===== src/rtl/tri_bus_receiver.sv =====
// Receiver end of the 4-bit strobed tri-state bus: nibble pairs -> bytes -> small FIFO.
// Define RX_TIMEOUT_EN to abandon a half-received byte after TIMEOUT idle cycles.
module tri_bus_receiver #(
  parameter int DEPTH   = 4,
  parameter int PTR_W   = 2,
  parameter int TIMEOUT = 15
) (
  input  logic             clk,
  input  logic             reset_n,
  input  logic [3:0]       bus_y,
  input  logic             bus_en,
  output logic             nibble_ack,
  input  logic             rd_en,
  output logic [7:0]       rd_data,
  output logic             rd_valid,
  output logic [PTR_W:0]   count,
  output logic             overflow,
  output logic             timeout_err
);

  if ((1 << PTR_W) != DEPTH || DEPTH < 2 || DEPTH > 16 || TIMEOUT < 1) begin : g_param_err
    $error("tri_bus_receiver: DEPTH must equal 2**PTR_W in 2..16 and TIMEOUT >= 1");
  end

  localparam logic [PTR_W:0] DEPTH_C = (PTR_W + 1)'(DEPTH);

  typedef enum logic {ST_LOW, ST_HIGH} state_e;

  state_e           state_q, state_d;
  logic [3:0]       lo_q, lo_d;
  logic             en_q;
  logic             ack_q;
  logic             cap;
  logic             push_req;
  logic             push_ok;
  logic             pop;
  logic             full;
  logic [PTR_W-1:0] wr_ptr_q, rd_ptr_q;
  logic [PTR_W:0]   count_q, count_d;
  logic             ovf_q;
  logic [7:0]       last_q;
  logic [7:0]       mem [DEPTH];

  assign cap = bus_en & ~en_q;

`ifdef RX_TIMEOUT_EN
  localparam int TW = $clog2(TIMEOUT + 1);
  logic [TW-1:0] tmo_q, tmo_d;
  logic          tmo_fire;
  logic          terr_q;
`endif

  // NOTE: every always_comb output gets a default first, so no path leaves it unassigned (no latch).
  always_comb begin
    state_d  = state_q;
    lo_d     = lo_q;
    push_req = 1'b0;
`ifdef RX_TIMEOUT_EN
    tmo_d    = '0;
    tmo_fire = 1'b0;
`endif
    case (state_q)
      ST_LOW: begin
        if (cap) begin
          lo_d    = bus_y;
          state_d = ST_HIGH;
        end
      end
      ST_HIGH: begin
        if (cap) begin
          push_req = 1'b1;
          state_d  = ST_LOW;
        end
`ifdef RX_TIMEOUT_EN
        else if (tmo_q == TW'(TIMEOUT)) begin
          tmo_fire = 1'b1;
          state_d  = ST_LOW;
        end else begin
          tmo_d = tmo_q + TW'(1);
        end
`endif
      end
      default: state_d = ST_LOW;
    endcase
  end

  // A pop in the same cycle frees the slot the push needs.
  assign full     = (count_q == DEPTH_C);
  assign rd_valid = (count_q != '0);
  assign pop      = rd_en & rd_valid;
  assign push_ok  = push_req & (~full | pop);

  always_comb begin
    count_d = count_q;
    case ({push_ok, pop})
      2'b10:   count_d = count_q + 1'b1;
      2'b01:   count_d = count_q - 1'b1;
      default: count_d = count_q;
    endcase
  end

  // NOTE: sequential state uses non-blocking assignments so every register samples pre-edge values.
  always_ff @(posedge clk or negedge reset_n) begin
    if (!reset_n) begin
      state_q  <= ST_LOW;
      lo_q     <= '0;
      en_q     <= 1'b0;
      ack_q    <= 1'b0;
      wr_ptr_q <= '0;
      rd_ptr_q <= '0;
      count_q  <= '0;
      ovf_q    <= 1'b0;
      last_q   <= '0;
    end else begin
      state_q <= state_d;
      lo_q    <= lo_d;
      en_q    <= bus_en;
      ack_q   <= cap;
      count_q <= count_d;
      if (push_ok) wr_ptr_q <= wr_ptr_q + 1'b1;
      if (pop) begin
        rd_ptr_q <= rd_ptr_q + 1'b1;
        last_q   <= mem[rd_ptr_q];
      end
      if (push_req && full && !pop) ovf_q <= 1'b1;
    end
  end

  // NOTE: storage is not reset; count/pointers guarantee no stale entry is ever presented.
  always_ff @(posedge clk) begin
    if (push_ok) mem[wr_ptr_q] <= {bus_y, lo_q};
  end

`ifdef RX_TIMEOUT_EN
  always_ff @(posedge clk or negedge reset_n) begin
    if (!reset_n) begin
      tmo_q  <= '0;
      terr_q <= 1'b0;
    end else begin
      tmo_q <= tmo_d;
      if (tmo_fire) terr_q <= 1'b1;
    end
  end
  assign timeout_err = terr_q;
`else
  assign timeout_err = 1'b0;
`endif

  assign rd_data    = rd_valid ? mem[rd_ptr_q] : last_q;
  assign count      = count_q;
  assign overflow   = ovf_q;
  assign nibble_ack = ack_q;

endmodule


===== config.mk =====
export PLATFORM = sky130hd
export DESIGN_NAME = tri_bus_receiver
export DESIGN_NICKNAME = d
export VERILOG_FILES = /design/src/rtl/tri_bus_receiver.sv
export SDC_FILE = /design/constraint.sdc
export NUM_CORES = 1
export LEC_CHECK = 0
export BUFFER_PORTS_ARGS = -buffer_cell sky130_fd_sc_hd__buf_2
export CAP_MARGIN = 20
export CORE_MARGIN = 2
export CORE_UTILIZATION = 36
export CTS_BUF_LIST = sky130_fd_sc_hd__clkbuf_4
export CTS_CLUSTER_DIAMETER = 200
export DETAILED_ROUTE_END_ITERATION = 7
export SYNTH_ARGS = -nofsm -noshare
export SYNTH_HDL_FRONTEND = slang
export SYNTH_SLANG_ARGS = --single-unit

===== constraint.sdc =====
create_clock -name clk -period 2.8 [get_ports clk]
set_clock_uncertainty 0.1 [all_clocks]
set_input_delay 0.28 -clock clk [delete_from_list [all_inputs] [get_ports clk]]
set_output_delay 0.28 -clock clk [all_outputs]
set_load 0.01 [all_outputs]

# Word level (Yosys, flattened, before mapping)
# Memory sizes are Yosys's and may differ from the RTL's.
# Cells that the tools add are included.
# totals
reg_bits,23
mem_bits_rw,32
out_inout_bits,15
wordCells,38
mem_count,1
# mem_list
memory,words,word_bits,read_ports,rd_ports_with_merged_regs,write_ports,line_no,source
mem,4,8,1,0,1,42,logic [7:0] mem [DEPTH];
# classes
addsub,4
eq_ne,3
mux,8
bitwise_logic,7
reduce_logical,6
# op_table
cell,n
2-to-1 mux 8 bit,1
case mux 3 bit (2 select lines),1
2-to-1 mux 1 bit,5
adder 2 x 1 -> 2 bit (second input constant),2
adder 3 x 1 -> 3 bit (second input constant),1
AND 1 bit,3
equality test 3 bit (second input constant),1
inverter 1 bit,3
nonzero test 3 bit,1
subtractor 3 x 1 -> 3 bit (second input constant),1
equality test 2 x 1 -> 1 bit (second input constant),1
equality test 2 bit (second input constant),1
logical AND 1 bit,2
case mux 1 bit (2 select lines),1
AND reduction 2 bit,1
nonzero test 2 bit,1
zero test 1 bit,1
OR 1 bit,1

# Depth between registers and ports, before layout
# Gate-level depths: netlist of run 1.
# depth
depth_word,7
ltp_mapped,8

# Least setup slack after synthesis of run 1
# No wires, ideal clock.
# synth_timing
kind,register to register
start,register count_q[1] (netlist: count[1])
end,register count_q[2] (netlist: count[2])
t_arrival_ns,1.871
required_ns,2.620
setup_slack_ns,0.749
stages_incl_launch_ff,8
path_buffers,1
period_less_slack_ns,2.051
path_cell_list,dfrtp_1 > o31a_1 > buf_6 > nand2b_1 > fa_1 > nand2b_1 > o32ai_2 > xor2_1
# synth_between
elab_chain_cells,6
# synth_rtl
item,line_no,source
from (decl),39,"logic [PTR_W:0] count_q, count_d;"
from (signal assigned),119,count_q <= count_d;
nonzero test 3 bit or equality test 3 bit (tied branches),"89, 88",
AND 1 bit or inverter 1 bit (tied branches),"90, 91",
OR 1 bit,91,assign push_ok = push_req & (~full | pop);
AND 1 bit,91,
equality test 2 x 1 -> 1 bit or equality test 2 bit (tied branches),95,"case ({push_ok, pop})"
case mux 3 bit (2 select lines) or nonzero test 2 bit (tied branches),n/a,
# Parallel ways exist; a longest one is shown, timed or not.
# A chain may end at the register's enable or synchronous reset.

# Final worst setup path of run 1
# layout_timing
start,input bus_en
end,"memory mem[1][2], enable pin"
# layout_between
elab_chain_cells,6
# layout_rtl
item,line_no,source
from (decl),11,"input logic bus_en,"
AND 1 bit,44,assign cap = bus_en & ~en_q;
net cap,33,logic cap;
2-to-1 mux 1 bit,70,if (cap) begin
2-to-1 mux 1 bit,62,case (state_q)
AND 1 bit,91,
2-to-1 mux 1 bit,131,"if (push_ok) mem[wr_ptr_q] <= {bus_y, lo_q};"
2-to-1 mux 1 bit (not written as such),131,
to (decl),42,
# The timed path passes the listed nets, and every way through them passes these cells.

==> impl_table.tex, run 1 <==
\begin{tabular}{lr}
\hline
Metric & Value \\
\hline
\multicolumn{2}{l}{\textbf{Floorplanning}} \\
DIE AREA & 7274 sq um \\
Floorplan Core Area & 6386 sq um \\
FP Rows & 29 \\
Die boundary width & about 85 microns \\
Die height & 85.29 microns \\
Initial core utilization & 0.3725 \\
Ports placed on the boundary & 23 \\
\multicolumn{2}{l}{\textbf{CTS}} \\
Clock tree from TritonCTS & yes \\
Hold buffer count at CTS & 2 \\
H-tree Lvls & 2 \\
Count of instances resized after the clock tree is built & 0 \\
Root buf cell & clkbuf\_4 \\
Number of post-CTS setup repair buffers & 0 \\
Num Clock Sinks & 55 \\
Latest clock arrival within the worst-skew pair & 0.38 ns \\
Clock transition at the register clock pins on the worst setup and hold paths after CTS & 0.16 ns \\
Clock buffer depth & 2 \\
Total CTS buffers & 5 \\
\multicolumn{2}{l}{\textbf{Worst setup path}} \\
Slack of the worst reg-to-reg path & 0.31 ns \\
Worst setup SP type & input pin \\
CP max FO & 10 \\
Arrival time reported for the critical path endpoint & 2.44 ns \\
Critical path data required time & 2.74 ns \\
Critical path capture point type & register \\
WS Path Type & input pin to register \\
\multicolumn{2}{l}{\textbf{Logic synthesis}} \\
Area fraction in compound gates after synthesis & 0.02630 \\
Synthesized area & 2379 sq um \\
Dominant cells by area after synthesis & edfxtp\_1 40\%, dfrtp\_1 24\%, mux4\_2 7.6\% \\
Portion of synthesized cell area occupied by the leading cell type & 0.4040 \\
Count of synthesis-stage warnings from yosys & 0 \\
Mean instance size in the synthesized netlist & approximately 16 sq um \\
Total nets after synthesis & 165 \\
Xor/xnor share of the synthesized area & 0.02209 \\
Post-synthesis share of cell area spent on and, or, nand and nor gates & 0.08469 \\
Biggest area consumer among synthesized cells & edfxtp\_1 \\
Number of register bits inferred by synthesis & 55 \\
Sequential cell area fraction in the yosys report & 0.6460 \\
Netlist cell types & 31 \\
Fraction of the mapped netlist area in adder cells & 0.03998 \\
Share of synthesized area spent on multiplexers & 0.1483 \\
Combinational family with the most area after synthesis & multiplexers \\
Synth Instances & 150 \\
\multicolumn{2}{l}{\textbf{Routing}} \\
Antenna-violating nets left & 0 \\
Number of vias per cell & about 4.8 \\
Number of design rule violations left after detail routing & 0 \\
Routed len/inst & 15.53 microns \\
Pre-Repair DR Iteration Count & 4 \\
Total routed wirelength & 3930 microns \\
Drt first-iter violations & 67 \\
Vias post-DR & 1227 \\
\multicolumn{2}{l}{\textbf{Layout}} \\
NumNets Final & 190 \\
Post-route cell area & 2644 sq um \\
Area added between synthesis and finish & 11.15\% \\
Share of final-layout standard cells stronger than drive strength 1 & 0.3125 \\
Utilization of the core after routing & 0.4140 \\
Cell Count, Final, Fillers Out & $\sim$250 \\
ANT cells & 0 \\
\multicolumn{2}{l}{\textbf{Global route}} \\
Pin count of the biggest net entering global routing & 24 \\
Number of global-route vias before repair & 1300 \\
Gr usage total & 0.1208 \\
Global-route wire length before repair & 6699 microns \\
Antenna violations before repair & 0 \\
Sum of overflow across all layers after global routing & 0 \\
\multicolumn{2}{l}{\textbf{Pwr}} \\
Leakage power of the design & 1.077 nW \\
Power after layout & 2.725 mW \\
Max IR drop VDD & 0.4190 mV \\
Power per cell area & about 1000 nW/um\^{}2 \\
\multicolumn{2}{l}{\textbf{STA}} \\
Worst relative slew slack & 0.5422 \\
Number of max-slew violations in the final report & 0 \\
Setup repair after global routing missed its margin & false \\
Transition time of the tightest slew-check pin & just under 0.7 ns \\
Total negative slack & 0 ns \\
Max frequency & 400.9 MHz \\
Final period util & 0.8908 \\
Final-report setup violation count & 0 \\
Min Tclk post-route & 2.494 ns \\
Number of hold violations in the final report & 0 \\
\multicolumn{2}{l}{\textbf{Hold path}} \\
Class of the tightest hold or removal check & input pin to register \\
\multicolumn{2}{l}{\textbf{Placed design}} \\
Final weighted congestion in routability-driven placement & $\sim$0.7 \\
HPWL after detailed placement & about 2900 microns \\
Port Buf Inserts & 21 \\
Area after DPL & 2544 sq um \\
Cell Count Post-Placement & approximately 240 \\
\multicolumn{2}{l}{\textbf{Run}} \\
Reported max-cap violation count & 0 \\
\multicolumn{2}{l}{\textbf{Run status}} \\
Status & completed \\
\hline
\end{tabular}
critical path, cell delays in order:
cell           delay, ns
dlygate4sd3_1       0.52
buf_2               0.10
nor2b_1             0.22
ha_1                0.41
nor2b_1             0.45
and2_1              0.46
power breakdown:
| part | switching (mW) | leakage, nW | internal, mW |
|---|---|---|---|
| registers | 0.208 | 0.561 | 1.09 |
| clock network | 0.247 | 0.0432 | 0.189 |
| logic | 0.472 | 0.473 | 0.518 |
kinds of logic (layout without fill, tap and decap cells):
group	count (synthesis)	in the layout
and+or+nand+nor	39	39
adders and majority gates	7	7
DFF	55	55
buffers and inverters	14	40
xor gates and xnor gates	6	6
other	1	1
AOI/OAI and AO/OA	7	7
muxes	21	21
Yosys cell counts, drive strengths merged:
master / count
o31a: 1
conb: 1
mux2: 13
nor2b: 2
dfrtp: 23
inv: 8
a21o: 1
a22oi: 1
and2: 4
nand3b: 1
nor3: 1
nand2b: 2
nand3: 2
o21ai: 1
fa: 1
xor2: 4
or2: 1
xnor2: 2
buf: 3
nand2: 25
clkbuf: 3
mux4: 8
ha: 6
o2111ai: 2
o32ai: 1
edfxtp: 32
nor4b: 1
flip-flops by register name, indices dropped and copies added (netlist names):
signal / cells
last_q: 8
state_q: 1
overflow: 1
nibble_ack: 1
rd_ptr_q: 2
en_q: 1
lo_q: 4
mem: 32
count: 3
wr_ptr_q: 2
per-stage QoR:
stage	worst slack, ns	hold WS, ns
after floorplan	0.7491	-0.1156
after global placement	0.4509	0.1957
after detailed placement	0.3460	0.2159
after CTS	0.2891	0.01599
after global routing	0.1257	0.008716
final	0.3057	0.02799
worst paths after layout:
path | from | end | cells after the start
worst max register to register | count[0]$_DFFE_PN0P_ | count[2]$_DFFE_PN0P_ | 6
worst max-delay path | bus_en | mem[1][2]$_DFFE_PP_ | 6
worst min-delay path | bus_y[0] | mem[0][4]$_DFFE_PP_ | 1
max in group asynchronous | reset_n | last_q[4]$_DFFE_PN0P_ | 2
worst min register to register | en_q$_DFF_PN0_ | nibble_ack$_DFF_PN0_ | 1
min in group asynchronous | reset_n | rd_ptr_q[1]$_DFFE_PN0P_ | 2
layout by cell type, fill, tap and decap left out, types with 4 or more instances in the layout:
cell and n:
mux4_2 8, inv_1 7, xor2_1 4, edfxtp_1 32
mux2_2 6, buf_2 21, ha_1 6, dfrtp_1 23
nand2_1 25, clkbuf_4 5, and2_1 4, mux2_4 7
metal layers:
metal  global-route usage  vias up  wire length, microns  share of wire
met5                    0        -                     0              0
met4              0.04329        0                    67          0.017
met3              0.03891        8                   177          0.045
met2               0.1939       30                  1881           0.48
met1               0.1543      608                  1804           0.46
li1                     -      581                     -              -
area by class of cell:
type	instances	area (sq um)
flip-flops and latches	55	1536
well taps	77	96.34
fillers	580	3742
repair buffers	24	132.6
multi-input cells	81	768.2
inverters	8	30.03
clock buffers	5	37.54
clock inverters	3	42.54
Note: power is estimated with default switching activity, not from simulation.
==> inputs of run 2 (changes only) <==
--- a/config.mk
+++ b/config.mk
@@ -5,6 +5,7 @@
 export SDC_FILE = /design/constraint.sdc
 export NUM_CORES = 1
 export LEC_CHECK = 0
+export ABC_AREA = 1
 export BUFFER_PORTS_ARGS = -buffer_cell sky130_fd_sc_hd__buf_2
 export CAP_MARGIN = 20
 export CORE_MARGIN = 2
==> run 2 against run 1 <==
Wire length rose by 10%. Largest power group unchanged. Critical path depth rose by 1. Synthesized area is 0.37% lower. Setup slack improved by 0.26 ns. Power is 2.4% lower. Register-to-register slack better by 0.40 ns. Sequential power about the same.
==> impl_table.tex, run 2 <==
\begin{tabular}{lr}
\hline
Metric & Value \\
\hline
\multicolumn{2}{l}{\textbf{Run status}} \\
Status & completed \\
\multicolumn{2}{l}{\textbf{CTS}} \\
Latest clock arrival within the worst-skew pair & 0.37 ns (about the same) \\
Root buf cell & clkbuf\_4 \\
Clock transition at the register clock pins on the worst setup and hold paths after CTS & 0.15 ns (about the same) \\
H-tree Lvls & 2 (unchanged) \\
Total CTS buffers & 5 (unchanged) \\
Number of post-CTS setup repair buffers & 0 (unchanged) \\
Clock tree from TritonCTS & yes \\
Num Clock Sinks & 55 (unchanged) \\
Clock buffer depth & 2 (unchanged) \\
\multicolumn{2}{l}{\textbf{Pwr}} \\
Power after layout & 2.660 mW (-2.4\%) \\
Leakage power of the design & 1.124 nW (+4.3\%) \\
Max IR drop VDD & 0.3542 mV (-15\%) \\
Power per cell area & 1015 nW/um\^{}2 (-1.5\%) \\
\multicolumn{2}{l}{\textbf{Routing}} \\
Routed length on met3 & 159 microns (-10\%) \\
Vias post-DR & 1466 (+19\%) \\
Antenna-violating nets left & 0 (unchanged) \\
Top routing layer used & met4 \\
Routed metal-1 wirelength & 2082 microns (+15\%) \\
Number of design rule violations left after detail routing & 0 (unchanged) \\
Total routed wirelength & 4331 microns (+10\%) \\
Routed len/inst & 13.75 microns (-11\%) \\
Pre-Repair DR Iteration Count & 4 (unchanged) \\
Met2 wire length & 2031 microns (+8.0\%) \\
Number of vias per cell & 4.654 (-4.0\%) \\
Drt first-iter violations & 117 (+75\%) \\
\multicolumn{2}{l}{\textbf{Worst setup path}} \\
CP max FO & 8 (-2) \\
WS Path Type & input pin to register \\
Arrival time reported for the critical path endpoint & 2.16 ns (-0.28 ns) \\
Critical path capture point type & register \\
Cell repeated most along the worst path & nor2\_1 \\
Largest stage delay on the critical path & 0.56 ns (+0.04 ns) \\
Worst setup SP type & input pin \\
Slowest cell on the critical path & nor2\_1 \\
Critical Path, Cell by Cell & dlygate4sd3\_1 -> buf\_2 -> inv\_1 -> nor2\_1 -> ha\_1 -> nand2\_1 -> nor2\_1 \\
Cell family contributing the most delay on the critical path & simple AND/OR/NAND/NOR gates \\
Critical path data required time & 2.72 ns (-0.02 ns) \\
Buffering stage count on the worst path with inverters included & 3 (+1) \\
\multicolumn{2}{l}{\textbf{Global route}} \\
Number of global-route vias before repair & 1394 (+7.2\%) \\
Antenna violations before repair & 0 (unchanged) \\
Global-route wire length before repair & 7231 microns (+7.9\%) \\
Sum of overflow across all layers after global routing & 0 (unchanged) \\
Pin count of the biggest net entering global routing & 24 (unchanged) \\
Gr usage total & 0.1295 (+0.008708) \\
\multicolumn{2}{l}{\textbf{Layout}} \\
Top Registers & mem x32, last\_q x8, lo\_q x4 \\
FF+latch area & 1536 sq um (unchanged) \\
Most common library cell in the layout ignoring fill and taps & nand2\_1 \\
Post-route cell area & 2620 sq um (-0.90\%) \\
Most frequent cells in the layout & 63 x nand2\_1, 32 x edfxtp\_1, 23 x dfrtp\_1 \\
Share of final-layout standard cells stronger than drive strength 1 & 0.1639 (-0.1486) \\
Cell Count, Final, Fillers Out & 315 (+25\%) \\
Multi-input gate area & 711.9 sq um (-7.3\%) \\
Area added between synthesis and finish & 10.56\% \\
NumNets Final & 252 (+33\%) \\
Flip-flop count of the largest register, all copies and words added & 32 (unchanged) \\
Register with the most flip-flops & mem \\
Count of fill cells added during filler insertion & 590 (+1.7\%) \\
ANT cells & 0 (unchanged) \\
\multicolumn{2}{l}{\textbf{Placed design}} \\
HPWL after detailed placement & 3132 microns (+9.3\%) \\
Cell Count Post-Placement & 305 (+26\%) \\
Post-Place Setup Slack & 0.6734 ns (+0.3274 ns) \\
Port Buf Inserts & 21 (unchanged) \\
Area after DPL & 2524 sq um (-0.79\%) \\
Final weighted congestion in routability-driven placement & 0.8008 (+15\%) \\
\multicolumn{2}{l}{\textbf{Run}} \\
Reported max-cap violation count & 0 (unchanged) \\
\multicolumn{2}{l}{\textbf{STA}} \\
PnR worst setup slack & 0.5617 ns (+0.2560 ns) \\
Total negative slack & 0 ns (unchanged) \\
Final period util & 0.7994 (-0.09143) \\
Transition time of the tightest slew-check pin & 0.6446 ns (-0.04207 ns) \\
Final-report setup violation count & 0 (unchanged) \\
Max frequency & 446.8 MHz (+11\%) \\
Setup repair after global routing missed its margin & false \\
Worst relative slew slack & 0.5686 (+0.02646) \\
Number of max-slew violations in the final report & 0 (unchanged) \\
Number of hold violations in the final report & 0 (unchanged) \\
Min Tclk post-route & 2.238 ns (-0.2560 ns) \\
\multicolumn{2}{l}{\textbf{Logic synthesis}} \\
Count of synthesis-stage warnings from yosys & 0 (unchanged) \\
Synthesized area & 2370 sq um (-0.37\%) \\
Synth async-reset ratio & 0.4182 (unchanged) \\
Most frequent cell after synthesis & nand2\_1 \\
Dominant cells by area after synthesis & edfxtp\_1 41\%, dfrtp\_1 24\%, nand2\_1 10\% \\
Mean instance size in the synthesized netlist & 11.07 sq um (-30\%) \\
Sequential cell area fraction in the yosys report & 0.6484 (+0.002387) \\
Post-synth EDFFs & 32 (unchanged) \\
Synth Instances & 214 (+43\%) \\
Netlist cell types & 25 (-19\%) \\
Commonest cells in the netlist & 63 x nand2\_1, 32 x edfxtp\_1, 23 x dfrtp\_1 \\
Number of register bits inferred by synthesis & 55 (unchanged) \\
Post-synth top flop & edfxtp\_1 \\
Total nets after synthesis & 229 (+39\%) \\
Portion of synthesized cell area occupied by the leading cell type & 0.4055 (+0.001493) \\
Biggest area consumer among synthesized cells & edfxtp\_1 \\
\multicolumn{2}{l}{\textbf{Floorplanning}} \\
FP Rows & 29 (unchanged) \\
Initial core utilization & 0.3732 (+0.0007491) \\
Die boundary width & 85.14 microns (-0.18\%) \\
DIE AREA & 7248 sq um (-0.35\%) \\
Die height & 85.14 microns (-0.18\%) \\
Floorplan Core Area & 6350 sq um (-0.57\%) \\
Ports placed on the boundary & 23 (unchanged) \\
\multicolumn{2}{l}{\textbf{Hold path}} \\
Class of the tightest hold or removal check & input pin to register \\
\hline
\end{tabular}
[run 2: cell types whose count changed in the layout (fill, tap and decap cells not counted), moves of 8 or more]
cell | previous run | this run
nand2_1 | 25 | 63
nand3_1 | 2 | 19
o21ai_0 | 1 | 11
nor2_1 | 0 | 9
mux4_2 | 8 | 0
inv_1 | 7 | 17
[run 2: stage by stage]
stage	util	hold slack, ns
after floorplan	-	-0.1156
after global placement	0.3974	0.1869
after detailed placement	0.3974	0.2021
after CTS	0.4126	0.04751
after global routing	0.4126	0.04438
final	0.4126	0.06341
[run 2: timing repair]
action                    in CTS  in global routing
hold buffers                   2                  0
hold endpoints to repair      24                  0
gates resized for setup        0                  0
[run 2: power by group]
part / internal, mW / total, mW / switching (mW)
registers: 1.09 / 1.28 / 0.188
clock network: 0.184 / 0.423 / 0.239
logic: 0.365 / 0.962 / 0.597
[run 2: final timing paths]
| check | from | to | slack, ns | cells past startpoint |
|---|---|---|---|---|
| setup / recovery | bus_en | mem[2][5]$_DFFE_PP_ | 0.56 | 7 |
| hold / removal | bus_y[2] | mem[3][6]$_DFFE_PP_ | 0.06 | 1 |
| setup reg to reg | en_q$_DFF_PN0_ | mem[2][5]$_DFFE_PP_ | 0.71 | 4 |
| hold reg to reg | en_q$_DFF_PN0_ | nibble_ack$_DFF_PN0_ | 0.34 | 1 |
| max in group asynchronous | reset_n | last_q[1]$_DFFE_PN0P_ | 1.94 | 2 |
| min in group asynchronous | reset_n | lo_q[0]$_DFFE_PN0P_ | 0.29 | 2 |
[run 2: cell type report]
cell class / instances / area share
clock inverters: 3 / 0.01480
inverters: 19 / 0.02818
flip-flops and latches: 55 / 0.5864
multi-input cells: 133 / 0.2717
repair buffers: 23 / 0.04776
well taps: 77 / 0.03677
clock buffers: 5 / 0.01433
[run 2: kinds of logic after synthesis]
family	share of synthesized area
AND/OR/NAND/NOR	0.1853
flip-flops	0.6484
buffers and inverters	0.05122
AO/OA/AOI/OAI	0.04330
adder cells (fa/ha/maj)	0.04013
multiplexers	0.01901
XOR/XNOR	0.01109
other	0.001582
[run 2: per-layer routing]
| metal | GRT usage | up-vias |
|---|---|---|
| li1 | - | 747 |
| met1 | 0.1785 | 691 |
| met2 | 0.2010 | 22 |
| met3 | 0.03599 | 6 |
| met4 | 0.03896 | 0 |
| met5 | 0 | - |
==> inputs of run 3 (changes only) <==
--- a/config.mk
+++ b/config.mk
@@ -5,7 +5,7 @@
 export SDC_FILE = /design/constraint.sdc
 export NUM_CORES = 1
 export LEC_CHECK = 0
-export ABC_AREA = 1
+export ABC_AREA = 0
 export BUFFER_PORTS_ARGS = -buffer_cell sky130_fd_sc_hd__buf_2
 export CAP_MARGIN = 20
 export CORE_MARGIN = 2
==> constraint.sdc (replaced) <==
create_clock -name clk -period 1.9 [get_ports clk]
set_clock_uncertainty 0.1 [all_clocks]
set_input_delay 0.19 -clock clk [delete_from_list [all_inputs] [get_ports clk]]
set_output_delay 0.19 -clock clk [all_outputs]
set_load 0.01 [all_outputs]
==> run 3 against run 2 <==
The flow now finishes with violations (setup timing). Hold slack improved by 0.035 ns. Clock power is 32% higher. Sequential power rose by 45%. Core utilization is 2.8 points higher. First-iteration DRC count fell by 45%. Clock-buffer cell count unchanged. Combinational power up 86%. Sequential share of layout area down 3.9 points. Non-clock buffer count grew 16. Design area is 7.3% higher.
==> impl_table.tex, run 3 (synthesis results as in run 1) <==
\begin{tabular}{lr}
\hline
Metric & Value \\
\hline
\multicolumn{2}{l}{\textbf{Floorplanning}} \\
Die boundary width & 85.29 microns (+0.18\%) \\
Die height & 85.29 microns (+0.18\%) \\
Initial core utilization & 0.3725 (-0.0007491) \\
DIE AREA & 7274 sq um (+0.35\%) \\
FP Rows & 29 (unchanged) \\
Floorplan Core Area & 6386 sq um (+0.57\%) \\
Ports placed on the boundary & 23 (unchanged) \\
\multicolumn{2}{l}{\textbf{Routing}} \\
Vias post-DR & 1295 (-12\%) \\
Antenna-violating nets left & 0 (unchanged) \\
Number of vias per cell & 4.832 (+3.8\%) \\
Pre-Repair DR Iteration Count & 4 (unchanged) \\
Routed len/inst & 15.13 microns (+10\%) \\
Number of design rule violations left after detail routing & 0 (unchanged) \\
Drt first-iter violations & 64 (-45\%) \\
Total routed wirelength & 4055 microns (-6.4\%) \\
\multicolumn{2}{l}{\textbf{Layout}} \\
Multi-input gate area & 808.3 sq um (+14\%) \\
Post-route cell area & 2811 sq um (+7.3\%) \\
Top Registers & mem x32, last\_q x8, lo\_q x4 \\
Area added between synthesis and finish & 18.20\% \\
Flip-flop count of the largest register, all copies and words added & 32 (unchanged) \\
Count of fill cells added during filler insertion & 569 (-3.6\%) \\
Most frequent cells in the layout & 32 x edfxtp\_1, 24 x nand2\_1, 21 x buf\_2 \\
NumNets Final & 205 (-19\%) \\
FF+latch area & 1540 sq um (+0.24\%) \\
ANT cells & 0 (unchanged) \\
Register with the most flip-flops & mem \\
Share of final-layout standard cells stronger than drive strength 1 & 0.4293 (+0.2655) \\
Most common library cell in the layout ignoring fill and taps & edfxtp\_1 \\
\multicolumn{2}{l}{\textbf{Placed design}} \\
Post-Place Setup Slack & 0.009049 ns (-0.6644 ns) \\
Final weighted congestion in routability-driven placement & 0.7444 (-7.0\%) \\
Area after DPL & 2620 sq um (+3.8\%) \\
HPWL after detailed placement & 2882 microns (-8.0\%) \\
Port Buf Inserts & 21 (unchanged) \\
\multicolumn{2}{l}{\textbf{Worst setup path}} \\
CP max FO & 10 (+2) \\
Worst setup SP type & register \\
Reg2Reg Launch Point & count[2]\$\_DFFE\_PN0P\_ \\
Capture point of the worst reg-to-reg path & count[1]\$\_DFFE\_PN0P\_ \\
Cells on worst reg2reg path & 6 (+2) \\
Slack of the worst reg-to-reg path & 0.01 ns (-0.70 ns) \\
Largest stage delay on the critical path & 0.54 ns (-0.02 ns) \\
Critical Path, Cell by Cell & buf\_12 -> mux4\_2 -> nand2\_2 -> nand2\_1 -> buf\_2 \\
Cell family contributing the most delay on the critical path & multiplexers \\
Slowest cell on the critical path & mux4\_2 \\
Critical path capture point type & primary output \\
Buffering stage count on the worst path with inverters included & 2 (-1) \\
WS Path Type & register to primary output \\
Arrival time reported for the critical path endpoint & 1.74 ns (-0.42 ns) \\
Critical path data required time & 1.61 ns (-1.11 ns) \\
\multicolumn{2}{l}{\textbf{Pwr}} \\
Internal Pwr Total & 2.725 mW (+66\%) \\
Max IR drop VDD & 0.7919 mV (+120\%) \\
Net switching share of the total power & 0.3530 (-0.03166) \\
Relative contribution of sequential cells to total power & 0.442 (-0.037) \\
Proportion of power drawn by the clock network & 0.133 (-0.026) \\
Power after layout & 4.212 mW (+58\%) \\
Power spent charging and discharging nets & 1.487 mW (+45\%) \\
Leakage power of the design & 1.152 nW (+2.5\%) \\
Combinational cell fraction of total power & 0.425 (+0.063) \\
Power per cell area & 1498 nW/um\^{}2 (+48\%) \\
\multicolumn{2}{l}{\textbf{Hold path}} \\
Sink of the worst hold path & nibble\_ack\$\_DFF\_PN0\_ \\
Hold Path Depth & 3 (+2) \\
Hold path start & bus\_en \\
Class of the tightest hold or removal check & input pin to register \\
\multicolumn{2}{l}{\textbf{Global route}} \\
Global-route wire length before repair & 6513 microns (-9.9\%) \\
Sum of overflow across all layers after global routing & 0 (unchanged) \\
Number of global-route vias before repair & 1292 (-7.3\%) \\
Pin count of the biggest net entering global routing & 24 (unchanged) \\
Antenna violations before repair & 0 (unchanged) \\
Gr usage total & 0.1143 (-0.01522) \\
\multicolumn{2}{l}{\textbf{CTS}} \\
Clock tree from TritonCTS & yes \\
Total CTS buffers & 5 (unchanged) \\
Num Clock Sinks & 55 (unchanged) \\
Latest clock arrival within the worst-skew pair & 0.38 ns (about the same) \\
Clock buffer depth & 2 (unchanged) \\
Root buf cell & clkbuf\_4 \\
H-tree Lvls & 2 (unchanged) \\
Clock transition at the register clock pins on the worst setup and hold paths after CTS & 0.16 ns (about the same) \\
\multicolumn{2}{l}{\textbf{Run}} \\
Reported max-cap violation count & 0 (unchanged) \\
\multicolumn{2}{l}{\textbf{STA}} \\
Final-report setup violation count & 8 (+8) \\
Setup repair after global routing missed its margin & true \\
Number of hold violations in the final report & 0 (unchanged) \\
Max frequency & slightly below 500 MHz \\
PnR worst setup slack & -0.1299 ns (-0.6916 ns) \\
Final period util & 1.068 \\
Min Tclk post-route & 2.030 ns \\
Worst relative slew slack & 0.6312 (+0.06257) \\
Number of max-slew violations in the final report & 0 (unchanged) \\
Transition time of the tightest slew-check pin & 0.5532 ns (-0.09148 ns) \\
\multicolumn{2}{l}{\textbf{Run status}} \\
Status & finished, violations left \\
Failing checks & setup timing \\
\hline
\end{tabular}
[run 3: layout make-up]
class	instances	area share
inverter	8	0.01068
clock buffer	5	0.01335
tap	77	0.03427
sequential	55	0.5478
clock inverter	3	0.01113
timing repair buffer	39	0.09524
multi-input combinational	81	0.2875
[run 3: worst max path at each step]
stage | startpoint | to | depth (start not counted) | slack, ns
after floorplan | count[0]$_DFFE_PN0P_ | count[2]$_DFFE_PN0P_ | 7 | -0.05
after global placement | bus_en | count[2]$_DFFE_PN0P_ | 8 | 0.04
after CTS | rd_ptr_q[0]$_DFFE_PN0P_ | rd_data[4] | 5 | -0.14
final | rd_ptr_q[0]$_DFFE_PN0P_ | rd_data[6] | 5 | -0.13
after global routing | rd_ptr_q[0]$_DFFE_PN0P_ | rd_data[2] | 5 | -0.21
after detailed placement | en_q$_DFF_PN0_ | mem[3][4]$_DFFE_PP_ | 4 | 0.009
[run 3: per-stage QoR]
stage	hold WS [ns]	instances	utilization	setup TNS [ns]
after floorplan	-0.2056	150	-	-0.1650
after global placement	0.1035	250	0.4103	0
after detailed placement	0.1154	250	0.4103	0
after CTS	0.08353	265	0.4322	-1.036
after global routing	0.08444	268	0.4402	-1.644
final	0.09797	268	0.4402	-0.8897
[run 3: worst register-to-register path: stages (launching register included)]
cell       delay, ns
dfrtp_2         0.48
o31a_1          0.34
nand2b_4        0.09
fa_2            0.45
inv_2           0.08
o2111ai_2       0.12
a22oi_2         0.18
[run 3: timing repair]
action                                  CTS  global route
endpoints found under the hold margin    43             0
resized for setup                         3             9
endpoints found under the setup margin   26            20
pin swaps                                 1             1
hold buffers                              6             0
setup buffers                             1             3
[run 3: power by group through the flow]
stage	sequential [mW]	clock, mW	combinational (mW)
floorplan	1.83	0	1.16
CTS	1.87	0.579	1.67
finish	1.86	0.558	1.79
detailed placement	1.90	0	1.64
global placement	1.87	0	1.59
global route	1.91	0.631	1.98
[run 3: metal layers]
layer | global-route usage | up-vias | wire [microns] | share of wire
li1 | - | 611 | - | -
met4 | 0.02597 | 0 | 59 | 0.015
met3 | 0.03405 | 6 | 196 | 0.048
met1 | 0.1564 | 650 | 1799 | 0.44
met2 | 0.1811 | 28 | 2000 | 0.49
met5 | 0 | - | 0 | 0
